$ cat src/rtl/debug_fifo_if.sv
// Wishbone slave window of the debug capture FIFO.
interface debug_fifo_if;
  logic        wb_cyc_i;
  logic        wb_stb_i;
  logic        wb_we_i;
  logic [3:0]  wb_sel_i;
  logic [31:0] wb_adr_i;
  logic [31:0] wb_dat_i;
  logic [31:0] wb_dat_o;
  logic        wb_ack_o;
  logic        wb_err_o;

  modport master (
    output wb_cyc_i, wb_stb_i, wb_we_i,
    output wb_sel_i, wb_adr_i, wb_dat_i,
    input  wb_dat_o, wb_ack_o, wb_err_o
  );

  modport slave (
    input  wb_cyc_i, wb_stb_i, wb_we_i,
    input  wb_sel_i, wb_adr_i, wb_dat_i,
    output wb_dat_o, wb_ack_o, wb_err_o
  );
endinterface

$ cat src/rtl/debug_fifo.sv
// Wishbone-readable debug capture FIFO with status/overflow flags.
// Optional per-entry timestamps: define DEBUG_FIFO_TIMESTAMP_EN.
module debug_fifo #(
  parameter int DEPTH_LOG2 = 4
) (
  input  logic        wb_clk_i,
  input  logic        wb_rst_i,
  debug_fifo_if.slave wb,
  input  logic [31:0] fifo_wr_in,
  input  logic        fifo_wr_en
);
  localparam int Depth = 1 << DEPTH_LOG2;

  typedef logic [DEPTH_LOG2-1:0] ptr_t;
  typedef logic [DEPTH_LOG2:0]   cnt_t;

  ptr_t        wr_ptr_q, wr_ptr_d;
  ptr_t        rd_ptr_q, rd_ptr_d;
  cnt_t        count_q, count_d;
  logic        ovf_q, ovf_d;
  logic        unf_q, unf_d;
  logic [7:0]  drop_q, drop_d;
  logic        ack_q;
  logic [31:0] dat_q, dat_d;
  logic [31:0] mem_q [Depth];

  logic        empty;
  logic        full;
  logic        accept;
  logic        rd_acc;
  logic        wr_acc;
  logic        data_rd;
  logic        pop;
  logic        push;
  logic        flush;
  logic        clr;
  logic        ovf_ev;
  logic [1:0]  addr;
  logic [31:0] status;
  logic [31:0] peek;
  logic [31:0] rdata;
  logic        unused_w;

  assign empty   = (count_q == '0);
  assign full    = (count_q == cnt_t'(Depth));
  assign accept  = wb.wb_stb_i & wb.wb_cyc_i & ~ack_q;
  assign addr    = wb.wb_adr_i[3:2];
  assign rd_acc  = accept & ~wb.wb_we_i;
  assign wr_acc  = accept & wb.wb_we_i;
  assign data_rd = rd_acc & (addr == 2'd0);
  assign pop     = data_rd & ~empty;
  assign flush   = wr_acc & (addr == 2'd2)
                 & wb.wb_dat_i[0];
  assign clr     = wr_acc & (addr == 2'd2)
                 & wb.wb_dat_i[1];
  // A pop in the same cycle frees the slot, so a full FIFO still accepts.
  assign push    = fifo_wr_en & ~flush
                 & (~full | pop);
  assign ovf_ev  = fifo_wr_en & ~flush
                 & full & ~pop;

`ifdef DEBUG_FIFO_TIMESTAMP_EN
  localparam logic TsEn = 1'b1;

  logic [31:0] ts_q;
  logic [31:0] ts_mem_q [Depth];

  always_ff @(posedge wb_clk_i) begin
    if (wb_rst_i) begin
      ts_q <= '0;
    end else begin
      ts_q <= ts_q + 32'd1;
    end
  end

  always_ff @(posedge wb_clk_i) begin
    if (push) begin
      ts_mem_q[wr_ptr_q] <= ts_q;
    end
  end

  assign peek = empty ? '0 : ts_mem_q[rd_ptr_q];
`else
  localparam logic TsEn = 1'b0;

  assign peek = '0;
`endif

  assign status = {
    drop_q,
    3'b000,
    TsEn,
    unf_q,
    ovf_q,
    full,
    empty,
    16'(count_q)
  };

  always_comb begin
    rdata = '0;
    unique case (addr)
      2'd0:    rdata = empty ? '0 : mem_q[rd_ptr_q];
      2'd1:    rdata = status;
      2'd3:    rdata = peek;
      default: rdata = '0;
    endcase
  end

  always_comb begin
    wr_ptr_d = wr_ptr_q;
    rd_ptr_d = rd_ptr_q;
    count_d  = count_q;
    ovf_d    = ovf_q;
    unf_d    = unf_q;
    drop_d   = drop_q;
    dat_d    = dat_q;
    if (push) begin
      wr_ptr_d = wr_ptr_q + ptr_t'(1);
    end
    if (pop) begin
      rd_ptr_d = rd_ptr_q + ptr_t'(1);
    end
    count_d = count_q + cnt_t'(push)
            - cnt_t'(pop);
    if (flush) begin
      wr_ptr_d = '0;
      rd_ptr_d = '0;
      count_d  = '0;
    end
    if (clr) begin
      ovf_d  = 1'b0;
      unf_d  = 1'b0;
      drop_d = '0;
    end
    if (data_rd & empty) begin
      unf_d = 1'b1;
    end
    // A drop in the clearing cycle still counts: set beats clear.
    if (ovf_ev) begin
      ovf_d = 1'b1;
      if (drop_d != 8'hff) begin
        drop_d = drop_d + 8'd1;
      end
    end
    if (accept) begin
      dat_d = wb.wb_we_i ? '0 : rdata;
    end
  end

  always_ff @(posedge wb_clk_i) begin
    if (wb_rst_i) begin
      wr_ptr_q <= '0;
      rd_ptr_q <= '0;
      count_q  <= '0;
      ovf_q    <= 1'b0;
      unf_q    <= 1'b0;
      drop_q   <= '0;
      ack_q    <= 1'b0;
      dat_q    <= '0;
    end else begin
      wr_ptr_q <= wr_ptr_d;
      rd_ptr_q <= rd_ptr_d;
      count_q  <= count_d;
      ovf_q    <= ovf_d;
      unf_q    <= unf_d;
      drop_q   <= drop_d;
      ack_q    <= accept;
      dat_q    <= dat_d;
    end
  end

  always_ff @(posedge wb_clk_i) begin
    if (push) begin
      mem_q[wr_ptr_q] <= fifo_wr_in;
    end
  end

  assign wb.wb_ack_o = ack_q;
  assign wb.wb_dat_o = dat_q;
  assign wb.wb_err_o = 1'b0;

  assign unused_w = ^{
    wb.wb_sel_i,
    wb.wb_dat_i[31:2],
    wb.wb_adr_i[31:4],
    wb.wb_adr_i[1:0]
  };
endmodule

$ cat src/flat_wrapper.sv
// flat-port wrapper written by rule: the top's interface ports become plain ports
module debug_fifo_flat 
#(
  parameter int DEPTH_LOG2 = 4
)
  (wb_clk_i, wb_rst_i, fifo_wr_in, fifo_wr_en, wb_wb_cyc_i, wb_wb_stb_i, wb_wb_we_i, wb_wb_sel_i, wb_wb_adr_i, wb_wb_dat_i, wb_wb_dat_o, wb_wb_ack_o, wb_wb_err_o);
  debug_fifo_if wb_i ();
  input  logic wb_clk_i;
  input  logic wb_rst_i;
  input  logic [31:0] fifo_wr_in;
  input  logic fifo_wr_en;
  input wire logic [$bits(wb_i.wb_cyc_i)-1:0] wb_wb_cyc_i;
  input wire logic [$bits(wb_i.wb_stb_i)-1:0] wb_wb_stb_i;
  input wire logic [$bits(wb_i.wb_we_i)-1:0] wb_wb_we_i;
  input wire logic [$bits(wb_i.wb_sel_i)-1:0] wb_wb_sel_i;
  input wire logic [$bits(wb_i.wb_adr_i)-1:0] wb_wb_adr_i;
  input wire logic [$bits(wb_i.wb_dat_i)-1:0] wb_wb_dat_i;
  output wire logic [$bits(wb_i.wb_dat_o)-1:0] wb_wb_dat_o;
  output wire logic [$bits(wb_i.wb_ack_o)-1:0] wb_wb_ack_o;
  output wire logic [$bits(wb_i.wb_err_o)-1:0] wb_wb_err_o;
  assign wb_i.wb_cyc_i = wb_wb_cyc_i;
  assign wb_i.wb_stb_i = wb_wb_stb_i;
  assign wb_i.wb_we_i = wb_wb_we_i;
  assign wb_i.wb_sel_i = wb_wb_sel_i;
  assign wb_i.wb_adr_i = wb_wb_adr_i;
  assign wb_i.wb_dat_i = wb_wb_dat_i;
  assign wb_wb_dat_o = wb_i.wb_dat_o;
  assign wb_wb_ack_o = wb_i.wb_ack_o;
  assign wb_wb_err_o = wb_i.wb_err_o;
  debug_fifo #(.DEPTH_LOG2(DEPTH_LOG2)) u_core (.wb_clk_i(wb_clk_i), .wb_rst_i(wb_rst_i), .wb(wb_i), .fifo_wr_in(fifo_wr_in), .fifo_wr_en(fifo_wr_en));
endmodule
$ cat config.mk
export PLATFORM = sky130hd
export DESIGN_NAME = debug_fifo_flat
export DESIGN_NICKNAME = d
export VERILOG_FILES = /design/src/rtl/debug_fifo_if.sv /design/src/rtl/debug_fifo.sv /design/src/flat_wrapper.sv
export SDC_FILE = /design/constraint.sdc
export NUM_CORES = 1
export LEC_CHECK = 0
export ABC_AREA = 1
export CAP_MARGIN = 0
export CORE_MARGIN = 2
export CORE_UTILIZATION = 54
export CTS_BUF_LIST = sky130_fd_sc_hd__clkbuf_16
export DETAILED_ROUTE_END_ITERATION = 6
export PLACE_DENSITY = 0.76
export SLEW_MARGIN = 20
export SYNTH_ARGS = -nofsm -noshare
export SYNTH_HDL_FRONTEND = slang
export SYNTH_SLANG_ARGS = --single-unit
export TNS_END_PERCENT = 5
$ cat constraint.sdc
create_clock -name wb_clk_i -period 2.8 [get_ports wb_clk_i]
set_input_delay 0.28 -clock wb_clk_i [delete_from_list [all_inputs] [get_ports wb_clk_i]]
set_output_delay 0.28 -clock wb_clk_i [all_outputs]
set_load 0.02 [all_outputs]
# After elaboration in Yosys (flattened, before gate mapping)
# Memory sizes are Yosys's and may differ from the RTL's. A register that Yosys moved wholly into a read port is not among the register bits.
# Index checks and enable logic that the tools add are counted.
[totals]
inputBits = 106
romBits = 0
memories = 1
out_inout_bits = 34
ramBits = 512
latchBits = 0
regBits = 56
word_cells = 57
[mem_list]
columns = ["memory", "depth", "word_bits", "rd", "rd_ports_with_merged_regs", "write_ports", "line_no", "rtl"]
rows = [
  ["u_core.mem_q", 16, 32, 1, 1, 1, "debug_fifo.sv:25", "logic [31:0] mem_q [Depth];"],
]
[classes]
magnitude_cmp = 0
n_shift = 0
div = 0
reduce_logical = 5
muxes = 13
bitwise = 21
add_sub_neg = 5
mul = 0
n_eq_ne = 4
[op_table]
columns = ["cell", "count"]
rows = [
  ["$mux W32", 2],
  ["$pmux W32 S2", 1],
  ["$mux W8", 3],
  ["$and A1 B1 Y1", 14],
  ["$add A4 B1 Y4 const B", 2],
  ["$add A8 B1 Y8 const B", 1],
  ["$mux W4", 2],
  ["$ne A8 B8 Y1 const B", 1],
  ["$not A1 Y1", 6],
  ["$add A5 B1 Y5", 1],
  ["$eq A5 B5 Y1 const B", 1],
  ["$logic_not A5 Y1", 1],
  ["$mux W1", 5],
  ["$sub A5 B1 Y5", 1],
  ["$reduce_bool A2 Y1", 2],
  ["$eq A2 B1 Y1 const B", 1],
  ["$eq A2 B2 Y1 const B", 1],
  ["$logic_not A2 Y1", 1],
  ["$reduce_or A2 Y1", 1],
  ["$or A1 B1 Y1", 1],
]

# Depth between registers and ports, before layout
[logic_depth]
word_depth = 10
mapped_depth = 17

# Worst setup path after synthesis
# No wires, ideal clock.
[synth_path]
kind = "register to register"
startpoint = "register u_core.count_q[2]"
endpoint = "memory u_core.mem_q[11][0] (enable)"
period_less_slack_ps = 2918
t_required_ps = 2379
setup_ps = 421
path_buffers = 0
arrival_ps = 2497
slack_ps = -118
stages_incl_launch_ff = 10
path_cell_list = "dfxtp_1 inv_1 ha_1 nand2_1 nor2_1 nand2_1 inv_1 nor2_4 nand2_1 nor2_1"
[synth_between]
elab_chain_cells = 7
elab_cells_between_ends = 9
[synth_lines]
columns = ["item", "line_no", "rtl"]
rows = [
  ["start: declaration", "debug_fifo.sv:19", "cnt_t count_q, count_d;"],
  ["start signal: assignment", "debug_fifo.sv:164", "count_q <= count_d;"],
  ["$logic_not A5 Y1", "debug_fifo.sv:44", "assign empty = (count_q == '0);"],
  ["$not A1 Y1", "debug_fifo.sv:51", "assign pop = data_rd & ~empty;"],
  ["$and A1 B1 Y1", "debug_fifo.sv:51", ""],
  ["$or A1 B1 Y1 (*)", "debug_fifo.sv:58", "& (~full | pop);"],
  ["$and A1 B1 Y1 (*)", "debug_fifo.sv:58", ""],
  ["via u_core.push", "debug_fifo.sv:34", "logic push;"],
  ["$mux W1 (*)", "debug_fifo.sv:174", "if (push) begin"],
  ["$mux W1 (implied by the code) (*)", "debug_fifo.sv:175", "mem_q[wr_ptr_q] <= fifo_wr_in;"],
  ["end: declaration", "debug_fifo.sv:25", ""],
]
# Mark *: on every way through the listed nets, which the timed path passes. The rest lies on a longest branch.

# Worst setup path after layout
[layout_path]
startpoint = "register u_core.count_q[2]"
endpoint = "register u_core.count_q[2]"
[layout_between]
elab_chain_cells = 7
elab_cells_between_ends = 9
[layout_lines]
columns = ["item", "line_no", "rtl"]
rows = [
  ["$logic_not A5 Y1", "debug_fifo.sv:44", ""],
  ["$not A1 Y1", "debug_fifo.sv:51", ""],
  ["$and A1 B1 Y1", "debug_fifo.sv:51", ""],
  ["$or A1 B1 Y1", "debug_fifo.sv:58", ""],
  ["$and A1 B1 Y1", "debug_fifo.sv:58", ""],
  ["$add A5 B1 Y5", "debug_fifo.sv:124", "count_d = count_q + cnt_t'(push)"],
  ["$sub A5 B1 Y5 (*)", "debug_fifo.sv:125", "- cnt_t'(pop);"],
]
# Every way passes the cells marked *; elsewhere a longest branch is shown, timed or not.
# A chain may end at the register's enable or synchronous reset.

==> run summary <==
* 32 — count of different cell masters after synthesis
* 76 — floorplan row count
* 0.294 ns — minimum setup slack in the final design
* 3 — number of antenna violations at the first check in global routing
* 2411 — Post-layout nets
* 0.425 ns — worst hold slack after final layout
* 15.3% — layout overhead on the synthesized area
* 0.646 — Yosys top cell area share
* sky130_fd_sc_hd__inv_1 — library cell appearing most often on the critical path
* u_core.count_q[2] — worst r2r src
* 3 — Max FO, Critical Path
* 19.9 µm — wire length per cell
* 0 — antenna cell count
* 2.51 ns — Final min period
* wb_rst_i — beginning of the worst hold path
* 0 — hold violation total from the final report
* 0.06 ns — clock transition at the registers of the reported paths
* 16000 — via count of the first global-routing pass
* 58100 µm — wire length reported by the detailed router
* 2331 — synthesized net count
* 0.478 mV — peak supply drop
* u_core.drop_q[7] — Worst Hold Path EP
* 0.41 ns — largest stage delay on the critical path
* 107 — maximum number of pins on one net before global-route repair
* built — CTS tree
* 0 — number of max-capacitance violations reported
* 0 — leftover overflow at the end of global routing
* 512 — number of enable-type register cells in the synthesized netlist
* 572 — sink count of the clock tree
* 0.895 — share of the clock period used by the worst path after layout
* 2006 — iteration-0 DRC count of the detailed router
* 0.320 — remaining max-slew budget at the tightest pin
* 214 µm — die span in y
* 0 — antenna-violating nets left
* 10.4 nW — static leakage
* -0.0909 ns — worst slack after detailed placement
* 0 — DRC errors left
* sky130_fd_sc_hd__edfxtp_1 65%, sky130_fd_sc_hd__nand2_1 8.6%, sky130_fd_sc_hd__nand3_1 5.2% — Synth area leaders
* 665 nW/µm² — PwrDens
* 572 — number of synthesized register bits
* 57 — number of clock buffers inserted by TritonCTS
* 6 — number of iterations in the first detailed-routing pass
* 0.696 — sequential fraction of the synthesis area
* 2 — CTS HTree Levels
* 4 — count of cells along the worst hold path
* 3.35 ns — required time of the critical path
* 0.399 GHz — maximum achievable frequency
* 5.65 — detail-routed via count per cell
* 3.05 ns — worst endpoint data arrival time
* sky130_fd_sc_hd__edfxtp_1 — leading area contributor after synthesis
* 0 — Ys Warns
* 0.832 — final weighted congestion in routability-driven placement
* no — unrepaired setup endpoints after global routing
* 0 — proportion of synthesized flip-flops having asynchronous set or reset
* 43300 µm² — area of the core
* 547 x sky130_fd_sc_hd__nand2_1, 512 x sky130_fd_sc_hd__edfxtp_1, 247 x sky130_fd_sc_hd__nand3_1 — most used standard cells in the synthesized netlist
* 16500 — routed vias
* register — CP Capture Type
* sky130_fd_sc_hd__fa_1 — critical path's slowest cell
* inv_1, ha_1, nand2_1, nor2_1, nor2_2, inv_1, nor2_1, inv_1, nand2_1, ha_1, inv_1, fa_1, buf_4, or2_2, a21oi_1 — series of cell instances along the critical path
* 0 ns — setup_tns
* 214 µm — width of the die
* 32900 µm — HPWL after DPL
* 0.29 ns — setup slack of the most critical reg-to-reg path
* sky130_fd_sc_hd__nand2_1 — cell with the most instances after synthesis
* 0.0743 — proportion of layout cells with a drive suffix above 1
* 0 — buffers inserted by post-CTS timing repair
* 0 — Finish-stage setup viols
* complete, no violations — status
* 89900 µm — global-route wire length before repair
* 3 — maximum clock path buffer count
* register — category of the worst setup path launch point
* 45800 µm² — Total Die Area
* 10.8 µm² — synthesized area per cell
* primary input to register — path type of the worst min-delay path
* sky130_fd_sc_hd__edfxtp_1 — Top FF cell, synth
* 1.02 ns — Worst Max-Slew Pin Slew
* 140 — num ports
* adder cells — Worst path top cell family by delay
* 0.62 ns — worst skew pair latency
* u_core.count_q[2] — reg-to-reg critical path endpoint
* 5 — worst path bufs/invs
* 0.253 — total routing resource utilization after global routing
* 0 — Max Slew Vio Count
* sky130_fd_sc_hd__clkbuf_16 — clock root buffer master
* 0.0310 ns — Clock Skews
* 23800 µm² — area of the mapped netlist
* register to register — type of the worst setup path
* 15 — Worst Reg-to-Reg Cells
* 2213 — Cells after Synth
* 74 — Port-buffer cells
* 0.550 — effective utilization at floorplan
-- metrics by stage --
step / instances / area, µm² / util / power (W)
4_1_cts: 2926 / 27500 / 0.635 / 0.0183
2_1_floorplan: 2213 / 23800 / - / 0.0106
5_1_grt: 2926 / 27500 / 0.635 / 0.0188
6_report: 2926 / 27500 / 0.635 / 0.0182
3_3_place_gp: 2819 / 25700 / 0.594 / 0.0112
3_5_place_dp: 2819 / 25700 / 0.594 / 0.0113
-- cells in the final DEF (no fill, tap or decap), types with 2 or more instances in the layout --
| cell | Yosys | routed |
|---|---|---|
| sky130_fd_sc_hd__dfxtp_1 | 60 | 56 |
| sky130_fd_sc_hd__o21ai_1 | 22 | 24 |
| sky130_fd_sc_hd__nand3_1 | 247 | 247 |
| sky130_fd_sc_hd__edfxtp_1 | 512 | 512 |
| sky130_fd_sc_hd__nand4_1 | 2 | 2 |
| sky130_fd_sc_hd__o22ai_1 | 10 | 10 |
| sky130_fd_sc_hd__a21oi_1 | 52 | 52 |
| sky130_fd_sc_hd__dfxtp_2 | 0 | 2 |
| sky130_fd_sc_hd__inv_6 | 0 | 2 |
| sky130_fd_sc_hd__clkbuf_16 | 0 | 58 |
| sky130_fd_sc_hd__ha_1 | 11 | 11 |
| sky130_fd_sc_hd__nor2_1 | 214 | 197 |
| sky130_fd_sc_hd__inv_2 | 4 | 2 |
| sky130_fd_sc_hd__o211ai_1 | 50 | 50 |
| sky130_fd_sc_hd__clkinv_2 | 0 | 11 |
| sky130_fd_sc_hd__buf_4 | 11 | 33 |
| sky130_fd_sc_hd__buf_12 | 0 | 32 |
| sky130_fd_sc_hd__bufinv_16 | 0 | 2 |
| sky130_fd_sc_hd__nor2_4 | 1 | 17 |
| sky130_fd_sc_hd__nor2_2 | 2 | 3 |
| sky130_fd_sc_hd__clkdlybuf4s50_1 | 0 | 74 |
| sky130_fd_sc_hd__inv_1 | 237 | 250 |
| sky130_fd_sc_hd__clkinv_1 | 2 | 19 |
| sky130_fd_sc_hd__nand2_1 | 547 | 547 |
| sky130_fd_sc_hd__dfxtp_4 | 0 | 2 |
| sky130_fd_sc_hd__or2_2 | 3 | 3 |
| sky130_fd_sc_hd__o21ai_0 | 110 | 108 |
-- cells by family (layout without fill, tap and decap cells) --
family          Yosys count  count (layout)  share of synthesized area
fa+ha+maj                12              12                    0.00662
other cells               1               1                   0.000158
compound gates          246             246                     0.0577
buf+inv                 361             489                     0.0634
xor+xnor                  2               2                   0.000736
flops                   572             572                      0.696
simple gates           1019            1019                      0.175
-- where the power goes --
| group | internal (W) | switching [W] |
|---|---|---|
| clock network | 0.00394 | 0.00315 |
| registers | 0.00956 | 0.0000873 |
| logic | 0.000475 | 0.00103 |
-- final cells by class --
type	count	area [µm²]
well taps	585	732
repair buffers	139	1630
fillers	3181	15800
clock inverters	49	294
multi-input cells	1280	5840
clock buffers	58	1450
flip-flops and latches	572	16600
inverters	243	920
-- what timing repair did --
item                       in CTS  in global routing
gates resized for setup         0                  3
hold buffers                    0                  0
setup endpoints to repair       0                  1
-- sequential cells by signal, summed over array words and instances, names as in the netlist, named ones only --
name	count
u_core.mem_q	512
u_core.wb.wb_dat_o	32
u_core.drop_q	8
u_core.count_q	5
u_core.rd_ptr_q	4
u_core.wr_ptr_q	4
u_core.ovf_q	1
u_core.unf_q	1
u_core.wb.wb_ack_o	1
-- how the worst max path moves through the flow --
stage	start	endpoint	slack (ns)	depth (start not counted)
finish	u_core.count_q[2]	u_core.count_q[2]	0.29	15
floorplan	u_core.count_q[2]	u_core.mem_q[11][0]	-0.12	9
global route	u_core.count_q[2]	u_core.count_q[4]	0.04	16
CTS	u_core.count_q[2]	u_core.count_q[4]	0.26	16
global placement	wb_wb_stb_i	u_core.count_q[2]	-0.08	15
detailed placement	wb_wb_stb_i	u_core.count_q[4]	-0.09	16
-- tightest hold or removal path, delay by kind of cell --
family / cells / cell delay, ns
buf+inv: 3 / 0.66
simple gates: 1 / 0.08
-- layer usage --
metal | up-vias | GRT usage | wire (µm)
met5 | - | 0 | 42
met4 | 6 | 0.106 | 2310
met3 | 157 | 0.0544 | 5910
met2 | 925 | 0.409 | 27500
met1 | 7825 | 0.334 | 22400
li1 | 7613 | - | -
(Power assumes the default switching activity.)
